--- config.mk ---
export PLATFORM = sky130hd
export DESIGN_NAME = apb_s
export DESIGN_NICKNAME = d
export VERILOG_FILES = /design/src/rtl/apb_pkg.sv /design/src/rtl/apb_s_regfile.sv /design/src/rtl/apb_s.sv
export SDC_FILE = /design/constraint.sdc
export NUM_CORES = 1
export LEC_CHECK = 0
export ABC_AREA = 1
export CAP_MARGIN = 20
export CORE_MARGIN = 2
export CORE_UTILIZATION = 55
export DETAILED_ROUTE_END_ITERATION = 12
export HOLD_SLACK_MARGIN = 0.15
export PLACE_DENSITY = 0.72
export SYNTH_ARGS = -nofsm -noshare
export SYNTH_HDL_FRONTEND = slang
export SYNTH_HIERARCHICAL = 1
export SYNTH_SLANG_ARGS = --single-unit
--- constraint.sdc ---
create_clock -name pclk -period 4.57 [get_ports pclk]
set_clock_uncertainty 0.2 [all_clocks]
set_input_delay 0.914 -clock pclk [delete_from_list [all_inputs] [get_ports pclk]]
set_output_delay 0.914 -clock pclk [all_outputs]
set_load 0.01 [all_outputs]
--- src/rtl/apb_pkg.sv ---
// Shared APB definitions: completer FSM state encoding and default bus widths.
// Latency: n/a (types and constants only).
// Backpressure: n/a.
package apb_pkg;

  localparam int APB_ADDR_W = 4;
  localparam int APB_DATA_W = 8;
  localparam int WAIT_CNT_W = 4;

  typedef enum logic {
    IDLE   = 1'b0,
    ACCESS = 1'b1
  } apb_s_state_t;

endpackage

--- src/rtl/apb_s_regfile.sv ---
// DEPTH x DATA_W register storage, one synchronous write port, one combinational read port.
// Latency: write visible on the read port the cycle after we is sampled; read is same-cycle.
// Backpressure: none; every write is accepted.
//
// Ports:
//   clk, rst       clock and asynchronous active-high clear of every entry
//   we/waddr/wdata write port; writes to addresses >= DEPTH are dropped
//   raddr/rdata    combinational read; addresses >= DEPTH read as 0
module apb_s_regfile
  import apb_pkg::*;
#(
  parameter int ADDR_W = APB_ADDR_W,
  parameter int DATA_W = APB_DATA_W,
  parameter int DEPTH  = 12
) (
  input  logic              clk,
  input  logic              rst,
  input  logic              we,
  input  logic [ADDR_W-1:0] waddr,
  input  logic [DATA_W-1:0] wdata,
  input  logic [ADDR_W-1:0] raddr,
  output logic [DATA_W-1:0] rdata
);

  logic [DATA_W-1:0] mem_q [DEPTH];
  logic [DATA_W-1:0] mem_d [DEPTH];

  logic waddr_ok;
  logic raddr_ok;

  // Widen to 32 bits before comparing so DEPTH == 2^ADDR_W still works.
  assign waddr_ok = (32'(waddr) < DEPTH);
  assign raddr_ok = (32'(raddr) < DEPTH);

  always_comb begin
    mem_d = mem_q;
    if (we && waddr_ok) begin
      mem_d[waddr] = wdata;
    end
  end

  always_ff @(posedge clk or posedge rst) begin
    if (rst) begin
      for (int i = 0; i < DEPTH; i++) begin
        mem_q[i] <= '0;
      end
    end else begin
      mem_q <= mem_d;
    end
  end

  assign rdata = raddr_ok ? mem_q[raddr] : '0;

endmodule

--- src/rtl/apb_s.sv ---
// APB completer serving a DEPTH-entry register file, with WAIT_STATES access wait cycles and
// an error response for out-of-range addresses.
// Latency: pready in access cycle WAIT_STATES (0 = first access cycle); write commits on that edge.
// Backpressure: pready held low for WAIT_STATES access cycles; the initiator holds the bus until it rises.
//
// Ports:
//   pclk, preset                    clock, asynchronous active-high reset
//   psel, penable, pwrite           APB control from the initiator
//   paddr, pwdata                   register index and write data, held stable by the initiator
//   pready, prdata, pslverr         combinational response
module apb_s
  import apb_pkg::*;
#(
  parameter int ADDR_W      = APB_ADDR_W,
  parameter int DATA_W      = APB_DATA_W,
  parameter int DEPTH       = 12,
  parameter int WAIT_STATES = 1
) (
  input  logic              pclk,
  input  logic              preset,
  input  logic              psel,
  input  logic              penable,
  input  logic              pwrite,
  input  logic [ADDR_W-1:0] paddr,
  input  logic [DATA_W-1:0] pwdata,
  output logic              pready,
  output logic [DATA_W-1:0] prdata,
  output logic              pslverr
);

  apb_s_state_t          state_q;
  apb_s_state_t          state_d;
  logic [WAIT_CNT_W-1:0] cnt_q;
  logic [WAIT_CNT_W-1:0] cnt_d;

  logic              addr_ok;
  logic              reg_we;
  logic [DATA_W-1:0] reg_rdata;

  assign addr_ok = (32'(paddr) < DEPTH);

  always_comb begin
    state_d = state_q;
    cnt_d   = cnt_q;
    reg_we  = 1'b0;
    case (state_q)
      IDLE: begin
        // Only a proper setup phase starts a transfer; a lone penable or an
        // access phase without setup is ignored.
        if (psel && !penable) begin
          state_d = ACCESS;
          cnt_d   = WAIT_CNT_W'(WAIT_STATES);
        end
      end
      ACCESS: begin
        if (!psel) begin
          // Abort: drop the transfer without touching the register file.
          state_d = IDLE;
        end else if (penable && pready) begin
          state_d = IDLE;
          reg_we  = pwrite && addr_ok;
        end else if (penable && (cnt_q != '0)) begin
          cnt_d = cnt_q - WAIT_CNT_W'(1);
        end
      end
      default: begin
        state_d = IDLE;
      end
    endcase
  end

  always_ff @(posedge pclk or posedge preset) begin
    if (preset) begin
      state_q <= IDLE;
      cnt_q   <= '0;
    end else begin
      state_q <= state_d;
      cnt_q   <= cnt_d;
    end
  end

  assign pready  = (state_q == ACCESS) && (cnt_q == '0);
  assign pslverr = pready && !addr_ok;
  assign prdata  = (pready && !pwrite && addr_ok) ? reg_rdata : '0;

  apb_s_regfile #(
    .ADDR_W (ADDR_W),
    .DATA_W (DATA_W),
    .DEPTH  (DEPTH)
  ) u_regfile (
    .clk   (pclk),
    .rst   (preset),
    .we    (reg_we),
    .waddr (paddr),
    .wdata (pwdata),
    .raddr (paddr),
    .rdata (reg_rdata)
  );

endmodule

==> Word level (Yosys, flattened, before mapping) <==
Cells that the tools add are included.
{ "totals": {"register_bits": 101, "wordCells": 60, "output_inout_bits": 10, "in_bits": 17} }
{ "classes": {"reduce_logical": 16, "magnitude_cmp": 3, "addsub": 1, "eq_ne": 4, "bitwise_logic": 2, "mux": 20} }
{ "ops": {"columns": ["operator", "count"], "rows": [
  ["bitwise mux 96 bit", 1],
  ["2-to-1 mux 8 bit", 5],
  ["binary-select mux 8 bit (select 4 bit)", 1],
  ["demux 8 bit (select 4 bit)", 1],
  ["2-to-1 mux 4 bit", 4],
  ["logical AND 1 bit", 10],
  ["case mux 4 bit (2 select lines)", 1],
  ["2-to-1 mux 1 bit", 6],
  ["!= test 2 bit, second input constant", 3],
  ["greater-or-equal comparator 5 bit, second input constant", 1],
  ["less-than comparator 5 x 1 -> 1 bit, second input constant", 1],
  ["inverter 4 -> 5 bit", 1],
  ["logical NOT 4 bit", 1],
  ["less-than comparator 4 bit, second input constant", 1],
  ["AND reduction 4 bit", 1],
  ["nonzero test 4 bit", 1],
  ["subtractor 4 x 1 -> 4 bit, second input constant", 1],
  ["logical NOT 1 bit", 3],
  ["!= test 2 x 1 -> 1 bit, second input constant", 1],
  ["case mux 1 bit (2 select lines)", 1],
  ["inverter 1 bit", 1]
]} }

==> Longest topological paths before layout <==
{ "depth": {"depth_word": 7, "depth_mapped": 12, "ltp_nobuf": 11} }

==> By module <==
The synthesis kept the hierarchy.
{ "by_module_without_submodules": {"columns": ["mod", "n_inst", "cells_each", "area_each_um2"], "rows": [
  ["apb_s_regfile", 1, 547, 4474.3],
  ["apb_s", 1, 63, 396.6]
]} }

==> Worst setup path after synthesis <==
Ideal clock, no wire load.
{ "synth_timing": {"path_kind": "input port to output port", "start": "input port paddr[0]", "end": "output port prdata[3]", "arrival_time_ns": 1.855, "slack_ns": 1.601, "t_required_ns": 3.456, "stages": 11, "n_path_buf": 2, "path_cell_list": "inv_1 buf_2 buf_2 nand2_1 nand3_1 nand3_1 nand2_1 nand2_1 nand2_1 inv_1 nor2_1"} }
{ "synth_via": {"elab_chain_cells": 6, "word_cells_on_any_way": 8} }
{ "synth_rtl": {"columns": ["item", "line", "source"], "rows": [
  ["from (decl)", "apb_s.sv:24", "input logic [ADDR_W-1:0] paddr,"],
  ["inverter 4 -> 5 bit (implied by the code)", "apb_s_regfile.sv:52", "assign rdata = raddr_ok ? mem_q[raddr] : '0;"],
  ["binary-select mux 8 bit (select 4 bit)", "apb_s_regfile.sv:52", null],
  ["2-to-1 mux 8 bit (implied by the code) (2 in a row)", "apb_s_regfile.sv:52", null],
  ["2-to-1 mux 8 bit *", "apb_s_regfile.sv:52", null],
  ["net reg_rdata[3]", "apb_s.sv:38", "logic [DATA_W-1:0] reg_rdata;"],
  ["2-to-1 mux 8 bit *", "apb_s.sv:84", "assign prdata = (pready && !pwrite && addr_ok) ? reg_rdata : '0;"],
  ["to (decl)", "apb_s.sv:27", "output logic [DATA_W-1:0] prdata,"]
]} }
Mark *: on every way through the listed nets, which the timed path passes. The rest lies on a longest branch. The select of a mux whose other input is x is not followed.

==> Final worst setup path <==
{ "layout_timing": {"start": "input port paddr[2]", "end": "output port prdata[3]"} }
Same word-level chain as after synthesis.

==> flow_summary.yaml <==
sta:
  worst_pin_slew_ns: 0.834
  fin_crit_sh_pct: 91.1
  finalSetupViolCount: 0
  timing_hold_violations_final: 0
  slew_viol_final: 0
  tns_ns: 0
  setup_slack_ns: 0.407
  rsz0062_at_grt: "false"
  relSlewSlack_pct: 44.3
  min_period_ns: 4.16
  fmax_ghz: 0.240
synthesis:
  synth.top_cells.by_count: "nand2_1 (202), dfrtp_1 (101), o21ai_0 (82), nand3_1 (65), inv_1 (48)"
  synth_cells: 610
  yosys.area.top_type: "dfrtp_1"
  ys_types: 26
  syn_nets: 628
  ys_seq_area_share_pct: 51.9
  synth_area_per_cell_um2: 7.99
  yosys-top-cells-area: "dfrtp_1 (52%), nand2_1 (16%), o21ai_0 (8.4%)"
  ys_ff_latch: 101
  yosys_most_used_dff: "dfrtp_1"
  ys_async_sr_fraction_pct: 100
  synth.top_cell.area_share_pct: 51.9
  synth.yosys.warnings: 6
  synth_edf_count: 0
  synth.most_common_cell: "nand2_1"
  syn_area_um2: 4870
die:
  die-area_um2: 9620
  fp.dieW_um: 98.1
  ioPinCount: 27
  initial_core_util_pct: 56.4
  rows: 34
  design.core.area_um2: 8640
  die_height_um: 98.1
setup_path:
  endpoint_kind: "output pin"
  slowest_delay_ns: 0.57
  cp_max_fo: 8
  path_class: "in2out"
  worstPathRequired_ns: 3.46
  crit_chain: "clkdlybuf4s50_1 > clkinv_1 > nor2_1 > nand3_1 > nand2_1 > inv_1 > nor2_1 > clkdlybuf4s50_1"
  cp-start-kind: "primary input"
  cpMaxStageDelayCell: "clkdlybuf4s50_1"
  cp.arrival_ns: 3.05
layout:
  n_antenna_cell: 0
  nets: 646
  areaGrowthSynthToFinish_pct: 10.7
  drive_gt1_share_pct: 6.16
  final_area_um2: 5390
  seq_area_um2: 2530
  fin_util_pct: 62.4
  fillerInstances: 763
  multiInputGateArea_um2: 1990
  final_cells: 741
cts:
  clockBufferDepth: 2
  tritoncts: "done"
  clk_pin_slew_ns: 0.09
  cts_buffers: 9
  clock-sinks: 101
  cts_resized: 0
  ctsRootBufferMaster: "clkbuf_8"
  cts_setup_buffers: 0
  holdBufCountCts: 0
  clk_latency_ns: 0.35
  h-tree-depth: 3
detailed_routing:
  dr.pass1.iters: 5
  antenna_left: 0
  drc_errors: 0
  wl_mm: 11.7
  drtIter0Drc: 382
  wl_per_cell_um: 15.8
  via_per_inst: 5.63
  vias: 4171
global_routing:
  grt_pass1_wl_mm: 19.7
  grt_overflow: 0
  grtUsageTotal_pct: 25.7
  grt_pass1_vias: 3867
  antenna_found_initial: 0
  grt_max_degree: 52
status:
  status: "complete, no violations"
power:
  power.density_nw_per_um2: 330
  ir_drop_mv: 0.249
  leakage_nw: 2.51
placement:
  port-buffer-count: 26
  dp_hpwl_mm: 8.06
  pre_cts_slack_ns: 0.440
  placed_area_um2: 5180
  place_congestion: 0.892
  dp.cells: 725
worst_hold_path:
  worstHoldPathType: "reg2reg"
job:
  max-cap-violations: 0
## registers in the layout (all words and copies together) (netlist names)
register         flops
u_regfile/mem_q     96
state_q              1
cnt_q                4
## through the flow
| stage | total power, mW | hold slack [ns] |
|---|---|---|
| floorplan | 1.11 | 0.253 |
| global placement | 1.18 | 0.267 |
| detailed placement | 1.19 | 0.273 |
| CTS | 1.80 | 0.294 |
| global route | 1.87 | 0.314 |
| finish | 1.78 | 0.293 |
## placed cells by master (no fill, tap or decap), types with 3 or more instances in the layout
master,netlist,layout
a21oi_1,16,16
buf_4,2,8
clkbuf_8,0,9
clkdlybuf4s50_1,0,25
dfrtp_1,101,101
inv_1,48,47
nand2_1,202,202
nand2_2,3,3
nand3_1,65,65
nor2_1,31,31
nor3_4,3,3
o211ai_1,16,16
o21ai_0,82,82
## kinds of logic after synthesis
logic type / share of synthesized area [%]
compound gates: 12.8
xor+xnor: 0.180
fa+ha+maj: 0.257
buf+inv: 7.32
flops: 51.9
simple gates: 27.5
## power breakdown
group	internal, mW	switching, mW
clock	0.311	0.295
combinational	0.0811	0.149
sequential	0.922	0.0223
## metal layers
layer / up-vias / wire (um) / GRT usage (%)
met1: 2001 / 5170 / 36.9
met4: 0 / 170 / 6.62
li1: 2018 / - / -
met2: 138 / 5600 / 40.9
met5: - / 0 / 0
met3: 14 / 744 / 4.51
## path summary, 6_finish.rpt
kind	start	end	slack (ns)	cells after the start
min reg2reg	u_regfile/mem_q[93]	u_regfile/mem_q[93]	0.29	2
max reg2reg	cnt_q[0]	u_regfile/mem_q[73]	1.96	9
max	paddr[2]	prdata[3]	0.41	8
max in group asynchronous	preset	u_regfile/mem_q[76]	2.59	3
min in group asynchronous	preset	cnt_q[0]	0.62	2
min	u_regfile/mem_q[93]	u_regfile/mem_q[93]	0.29	2
## area by class of cell
type	instances	share of cell area, %
clock inverter	5	1.53
sequential	101	46.9
tap	108	2.51
inverter	51	3.57
clock buffer	11	2.44
timing repair buffer	35	6.22
multi-input combinational	430	36.9
## critical path, delay by kind of cell
kind / cells / cell delay [ns]
buffers and inverters: 4 / 1.27
AND/OR/NAND/NOR: 4 / 0.87
Power figures use the tool's default switching activity.
